==> src/rtl/clb_param_pkg.sv <==
// Shared sizing helpers and types for the parametrised CLB tile.
package clb_param_pkg;

  // Default tile geometry
  localparam int DEF_N_BLE = 4;
  localparam int DEF_K     = 4;
  localparam int DEF_I_W   = 10;

  // Crossbar select width: enough to address every routing input plus every BLE feedback
  function automatic int sel_width(input int i_w, input int n_ble);
    return $clog2(i_w + n_ble);
  endfunction

  // Configuration bits owned by one BLE: K selects, the truth table, the mode bit
  function automatic int cfg_per_ble(input int k, input int selw);
    return k * selw + (1 << k) + 1;
  endfunction

  // Total length of the configuration chain
  function automatic int cfg_bits(input int n_ble, input int per_ble);
    return n_ble * per_ble;
  endfunction

  // Offset of select field idx inside a BLE slice
  function automatic int sel_off(input int idx, input int selw);
    return idx * selw;
  endfunction

  // Offset of the truth table inside a BLE slice
  function automatic int truth_off(input int k, input int selw);
    return k * selw;
  endfunction

  // Offset of the mode bit inside a BLE slice
  function automatic int mode_off(input int k, input int selw);
    return k * selw + (1 << k);
  endfunction

  // Loader state: idle, or in a shift period that is checked when config_enable drops
  typedef enum logic {
    LOAD_IDLE  = 1'b0,
    LOAD_SHIFT = 1'b1
  } load_state_e;

endpackage

==> src/rtl/clb_ble.sv <==
// One basic logic element: input crossbar, K-input LUT, scan/load flip-flop, output select.
module clb_ble
  import clb_param_pkg::*;
#(
  parameter int K     = DEF_K,
  parameter int I_W   = DEF_I_W,
  parameter int N_BLE = DEF_N_BLE,
  localparam int SELW  = sel_width(I_W, N_BLE),
  localparam int CPB   = cfg_per_ble(K, SELW),
  localparam int SRC_W = I_W + N_BLE
) (
  input  logic             clk,
  input  logic             rst_n,
  input  logic [CPB-1:0]   cfg,
  input  logic [SRC_W-1:0] src,
  input  logic             sc_in_local,
  input  logic             hold_en,
  input  logic             scan_en,
  input  logic             load_en,
  input  logic             out_en,
  output logic             q,
  output logic             o
);

  localparam int TRUTH_OFF = truth_off(K, SELW);
  localparam int MODE_OFF  = mode_off(K, SELW);

  logic [SELW-1:0]   sel [K];
  logic [K-1:0]      lut_idx;
  logic [2**K-1:0]   truth;
  logic              lut_out;
  logic              mode;
  logic              q_d;
  logic              q_q;

  // Crossbar: each LUT input picks a source index; indices past the bus read as 0
  always_comb begin
    for (int k = 0; k < K; k++) begin
      sel[k]     = cfg[sel_off(k, SELW) +: SELW];
      lut_idx[k] = 1'b0;
      for (int j = 0; j < SRC_W; j++) begin
        if (sel[k] == SELW'(j)) begin
          lut_idx[k] = src[j];
        end
      end
    end
  end

  assign truth   = cfg[TRUTH_OFF +: 2**K];
  assign lut_out = truth[lut_idx];
  assign mode    = cfg[MODE_OFF];

  // Flip-flop next state: configuration holds, then scan shift, then LUT load when configured
  always_comb begin
    q_d = q_q;
    if (hold_en) begin
      q_d = q_q;
    end else if (scan_en) begin
      q_d = sc_in_local;
    end else if (load_en) begin
      q_d = lut_out;
    end
  end

  // User flip-flop with synchronous active-low reset
  always_ff @(posedge clk) begin
    if (!rst_n) begin
      q_q <= 1'b0;
    end else begin
      q_q <= q_d;
    end
  end

  assign q = q_q;

  // Output select, silenced unless the tile holds an accepted configuration
  always_comb begin
    o = 1'b0;
    if (out_en) begin
      o = mode ? q_q : lut_out;
    end
  end

endmodule

==> src/rtl/grid_clb_param.sv <==
// Parametrised CLB tile: serial configuration chain with length check and N_BLE logic elements.
module grid_clb_param
  import clb_param_pkg::*;
#(
  parameter int N_BLE = DEF_N_BLE,
  parameter int K     = DEF_K,
  parameter int I_W   = DEF_I_W
) (
  input  logic             clb_clk,
  input  logic             pReset,
  input  logic             config_enable,
  input  logic             Test_en,
  input  logic             ccff_head,
  input  logic [I_W-1:0]   clb_I,
  input  logic             clb_sc_in,
  output logic [N_BLE-1:0] clb_O,
  output logic             clb_sc_out,
  output logic             ccff_tail,
  output logic             cfg_valid,
  output logic             cfg_err
);

  localparam int SELW        = sel_width(I_W, N_BLE);
  localparam int CFG_PER_BLE = cfg_per_ble(K, SELW);
  localparam int CFG_BITS    = cfg_bits(N_BLE, CFG_PER_BLE);
  localparam int CNT_W       = $clog2(CFG_BITS + 2);
  localparam logic [CNT_W-1:0] CNT_FULL = CNT_W'(CFG_BITS);
  localparam logic [CNT_W-1:0] CNT_OVF  = CNT_W'(CFG_BITS + 1);

  logic [CFG_BITS-1:0] cfg_d, cfg_q;
  logic [CNT_W-1:0]    cnt_d, cnt_q;
  logic                cfg_valid_d, cfg_valid_q;
  logic                cfg_err_d, cfg_err_q;
  load_state_e         state_d, state_q;

  logic [N_BLE-1:0]    q_vec;
  logic [N_BLE-1:0]    sc_chain;
  logic                out_en;

  // Loader: shift while enabled, then judge the length on the first idle edge
  always_comb begin
    cfg_d       = cfg_q;
    cnt_d       = cnt_q;
    cfg_valid_d = cfg_valid_q;
    cfg_err_d   = cfg_err_q;
    state_d     = state_q;
    if (config_enable) begin
      cfg_d       = {cfg_q[CFG_BITS-2:0], ccff_head};
      cfg_valid_d = 1'b0;
      cfg_err_d   = 1'b0;
      state_d     = LOAD_SHIFT;
      if (cnt_q != CNT_OVF) begin
        cnt_d = cnt_q + CNT_W'(1);
      end
    end else if (state_q == LOAD_SHIFT) begin
      cfg_valid_d = (cnt_q == CNT_FULL);
      cfg_err_d   = (cnt_q != CNT_FULL);
      cnt_d       = '0;
      state_d     = LOAD_IDLE;
    end
  end

  // Loader registers with synchronous active-low reset overriding any load in progress
  always_ff @(posedge clb_clk) begin
    if (!pReset) begin
      cfg_q       <= '0;
      cnt_q       <= '0;
      cfg_valid_q <= 1'b0;
      cfg_err_q   <= 1'b0;
      state_q     <= LOAD_IDLE;
    end else begin
      cfg_q       <= cfg_d;
      cnt_q       <= cnt_d;
      cfg_valid_q <= cfg_valid_d;
      cfg_err_q   <= cfg_err_d;
      state_q     <= state_d;
    end
  end

  assign out_en = cfg_valid_q & ~config_enable;

  // Scan chain: BLE0 takes the tile scan input, each later BLE takes its predecessor
  assign sc_chain = {q_vec[N_BLE-2:0], clb_sc_in};

  genvar gi;
  generate
    for (gi = 0; gi < N_BLE; gi++) begin : g_ble
      clb_ble #(
        .K     (K),
        .I_W   (I_W),
        .N_BLE (N_BLE)
      ) u_ble (
        .clk         (clb_clk),
        .rst_n       (pReset),
        .cfg         (cfg_q[gi*CFG_PER_BLE +: CFG_PER_BLE]),
        .src         ({q_vec, clb_I}),
        .sc_in_local (sc_chain[gi]),
        .hold_en     (config_enable),
        .scan_en     (Test_en),
        .load_en     (cfg_valid_q),
        .out_en      (out_en),
        .q           (q_vec[gi]),
        .o           (clb_O[gi])
      );
    end
  endgenerate

  assign clb_sc_out = q_vec[N_BLE-1];
  assign ccff_tail  = cfg_q[CFG_BITS-1];
  assign cfg_valid  = cfg_valid_q;
  assign cfg_err    = cfg_err_q;

endmodule

==> config.mk <==
export PLATFORM = sky130hd
export DESIGN_NAME = grid_clb_param
export DESIGN_NICKNAME = d
export VERILOG_FILES = /design/src/rtl/clb_param_pkg.sv /design/src/rtl/clb_ble.sv /design/src/rtl/grid_clb_param.sv
export SDC_FILE = /design/constraint.sdc
export NUM_CORES = 1
export LEC_CHECK = 0
export ABC_AREA = 1
export CAP_MARGIN = 20
export CORE_MARGIN = 3
export CORE_UTILIZATION = 32
export CTS_BUF_LIST = sky130_fd_sc_hd__clkbuf_8
export CTS_CLUSTER_DIAMETER = 60
export DETAILED_ROUTE_END_ITERATION = 16
export MAX_ROUTING_LAYER = met4
export RECOVER_POWER = 100
export SLEW_MARGIN = 20
export SYNTH_ARGS = -nofsm -noshare
export SYNTH_HDL_FRONTEND = slang
export SYNTH_SLANG_ARGS = --single-unit
==> constraint.sdc <==
create_clock -name clb_clk -period 3 [get_ports clb_clk]
set_input_delay 0.6 -clock clb_clk [delete_from_list [all_inputs] [get_ports clb_clk]]
set_output_delay 0.6 -clock clb_clk [all_outputs]
set_load 0.005 [all_outputs]
==> impl_metrics.toml <==
[detailed_routing]
drt_pre_antenna_iters = 6
route.detailed.vias_per_inst = 5.347
drc = 0
num_vias = 8427
routedWlPerCell_um = 15.64
drt.antenna.violating_nets = 0
wl_mm = 24.64
drt-initial-drc-count = 632

[critical_path]
req_time_crit_path_ns = 2.40
critPathKind = "input pin to output pin"
timing.critical_path.cells = "buf_2, inv_2, buf_4, buf_4, o221ai_1, nor2_1, nor2_1, nand2_1, nand2_1, nand2_2, buf_4, nand3_1, nand3b_1, a21oi_2, nor3_2, buf_2"
cp_slowest_stage_delay_ns = 0.20
critPathMaxFanout = 4
worst_setup_path_end_kind = "output pin"
startpoint_type = "input pin"
cpMaxStageDelayCell = "o221ai_1"
crit_path_frequent_cell = "buf_4"
critPathArrivalTime_ns = 2.41

[die]
fp.dieH_um = 162.2
rows = 56
core_um2 = 23750
start_util = 0.3288
die_area_um2 = 26320
design.portCount = 24
floorplan.die.width_um = 162.2

[timing]
timing.fmax_mhz = 332.0
slew_headroom = 0.2864
slew_viol_final = 0
final_setup_tns_ns = -0.01997
timing.final.ws_setup_ns = -0.01198
hold_violations = 0
post-route-period-util = 1.004
worst_margin_slew_ns = 1.068
period_needed_ns = 3.012
fin_worst_skew_ns = 0.01447
finalHoldWorstSlack_ns = 0.4778
rsz_0062_raised_after_global_routing = "yes"
setup-violations-final = 2

[clock_tree]
clk_path_buf_depth = 2
clock_tree_from_tritoncts = "yes"
clock_insertion_delay_worst_skew_ns = 0.47
clockRootBuffer = "clkbuf_8"
tritoncts_num_sinks = 147
cts-htree-levels = 4
cts_inserted_buffers = 17
worst_setup_hold_path_clk_slew_ns = 0.09
postCtsHoldBufs = 0

[power_and_ir_drop]
power.leakage_nw = 3.734
worst_ir_drop_vdd_mv = 0.2354
pwr_density_cell_nw_per_um2 = 404.3

[cells_and_area]
layout_overhead_on_the_synthesized_area_pct = 27.07
nFillCells = 2413
drive_above_1_share = 0.2530
final-instance-count-excl-fill = 1576
diode_count = 0
layout.nets = 1263
register_area_um2 = 2987
final_cell_mix = "162 x nand2_1, 135 x inv_1, 131 x o22ai_1"
multi_input_area_um2 = 4303
layout_commonest_cell = "nand2_1"

[logic_synthesis]
synth_edf_count = 0
mean_instance_size_in_the_synthesized_netlist_um2 = 6.887
synth_fp_nets = 1153
synth_flop_cell = "dfxtp_1"
synthesized_instance_count = 1134
total_standard_cell_area_after_synthesis_um2 = 7810
number_of_warnings_reported_in_the_yosys_synthesis_log = 0
netlist-cell-type-count = 44
synth_sequential_area_ratio = 0.3768
yosys_register_bits = 147
share_of_flip_flops_with_an_asynchronous_set_or_reset_after_synthesis = 0

[grt]
number_of_antenna_violations_at_the_first_check_in_global_routing = 0
met3_usage = 0.03111
globalRouteMet2Util = 0.2772
overflow = 0
globalRoute.busiestLayer = "met2"
met1_usage = 0.2623
grt_pass1_vias = 7536
global_route_wire_length_before_repair_mm = 39.15
grt_start_max_net_pins = 50
grtUsageTotal = 0.1886

[place]
portbufs = 23
dp_slack_ns = -0.8487
routabilityCongestion = 0.8920
placed_cells_incl_taps = 1523
post-dp-hpwl_mm = 16.71

[run_status]
violations = "negative setup slack"
status = "complete, but fails checks"

[run]
max_capacitance_violation_total = 0

[hold_path]
class_of_the_tightest_hold_or_removal_check = "flop to flop"
state kept, by name, indices dropped and copies added (netlist names):
register	count
cfg_valid	1
cnt_q	8
cfg_err	1
g_ble.u_ble.q	4
state_q	1
cfg_q	132
critical path: cells and delay by family:
kind,cells,cell delay (ns)
AOI/OAI and AO/OA,2,0.39
buffers and inverters,6,0.81
and+or+nand+nor,8,0.60
cells by family after synthesis:
| logic type | count (synthesis) | synth area share |
|---|---|---|
| AND/OR/NAND/NOR | 431 | 0.2509 |
| AO/OA/AOI/OAI | 323 | 0.2450 |
| buffers and inverters | 229 | 0.1213 |
| flip-flops | 147 | 0.3768 |
| adder cells (fa/ha/maj) | 3 | 0.004807 |
| multiplexers | 1 | 0.001282 |
synthesized netlist by cell type (all sizes together) (2+ instances only):
| library cell | instances | area [um2] |
|---|---|---|
| a211oi | 4 | 30.03 |
| a21oi | 81 | 412.9 |
| a31oi | 3 | 18.77 |
| and3 | 2 | 12.51 |
| buf | 23 | 157.6 |
| clkbuf | 31 | 127.6 |
| dfxtp | 147 | 2943 |
| ha | 3 | 37.54 |
| inv | 174 | 658.1 |
| nand2 | 199 | 809.5 |
| nand3 | 126 | 630.6 |
| nand3b | 4 | 30.03 |
| nand4 | 22 | 137.6 |
| nor2 | 59 | 231.5 |
| nor3 | 10 | 50.05 |
| nor4 | 8 | 50.05 |
| o2111ai | 5 | 43.79 |
| o211ai | 9 | 67.56 |
| o21ai | 75 | 386.6 |
| o221ai | 9 | 78.83 |
| o22ai | 131 | 819.5 |
report_power, final:
group          total, mW  switching (mW)  internal, mW
logic              0.513           0.320         0.193
registers           1.96         0.00903          1.95
clock network       1.54           0.808         0.731
total               4.01            1.14          2.88
area by class of cell:
cell class / count / area share
clock buffer: 17 / 0.02358
inverter: 175 / 0.07123
timing repair inverter: 1 / 0.0007564
clock inverter: 15 / 0.01450
sequential: 147 / 0.3009
multi-input combinational: 762 / 0.4336
tap: 319 / 0.04022
timing repair buffer: 140 / 0.1152
worst paths after layout:
check,endpoint,start,cells after the start,slack (ns)
setup / recovery,clb_O[1],clb_I[1],16,-0.01
hold / removal,cfg_err$_SDFFE_PP0P_,cfg_err$_SDFFE_PP0P_,2,0.48
setup reg to reg,g_ble[0].u_ble.q$_SDFFE_PN0P_,g_ble[1].u_ble.q$_SDFFE_PN0P_,20,0.77
hold reg to reg,cfg_err$_SDFFE_PP0P_,cfg_err$_SDFFE_PP0P_,2,0.48
stage by stage:
step / power [mW] / area (um2) / utilization
final: 4.013 / 9925 / 0.4178
after global routing: 4.166 / 9925 / 0.4178
after CTS: 4.028 / 9737 / 0.4099
after detailed placement: 2.466 / 9052 / 0.3811
after global placement: 2.463 / 9052 / 0.3811
after floorplan: 2.257 / 7810 / -
timing repair:
action / in CTS / in global routing
pin swaps: 49 / 39
buffers inserted: 12 / 4
cloned: 5 / 0
setup endpoints to repair: 4 / 4
resized for setup: 138 / 97
hold endpoints to repair: 0 / 0
routing by layer:
metal | wire (um) | part of all wire
met1 | 11640 | 0.47
met2 | 10770 | 0.44
met3 | 1595 | 0.065
met4 | 642 | 0.026
met5 | 0 | 0
(Power assumes the default switching activity.)
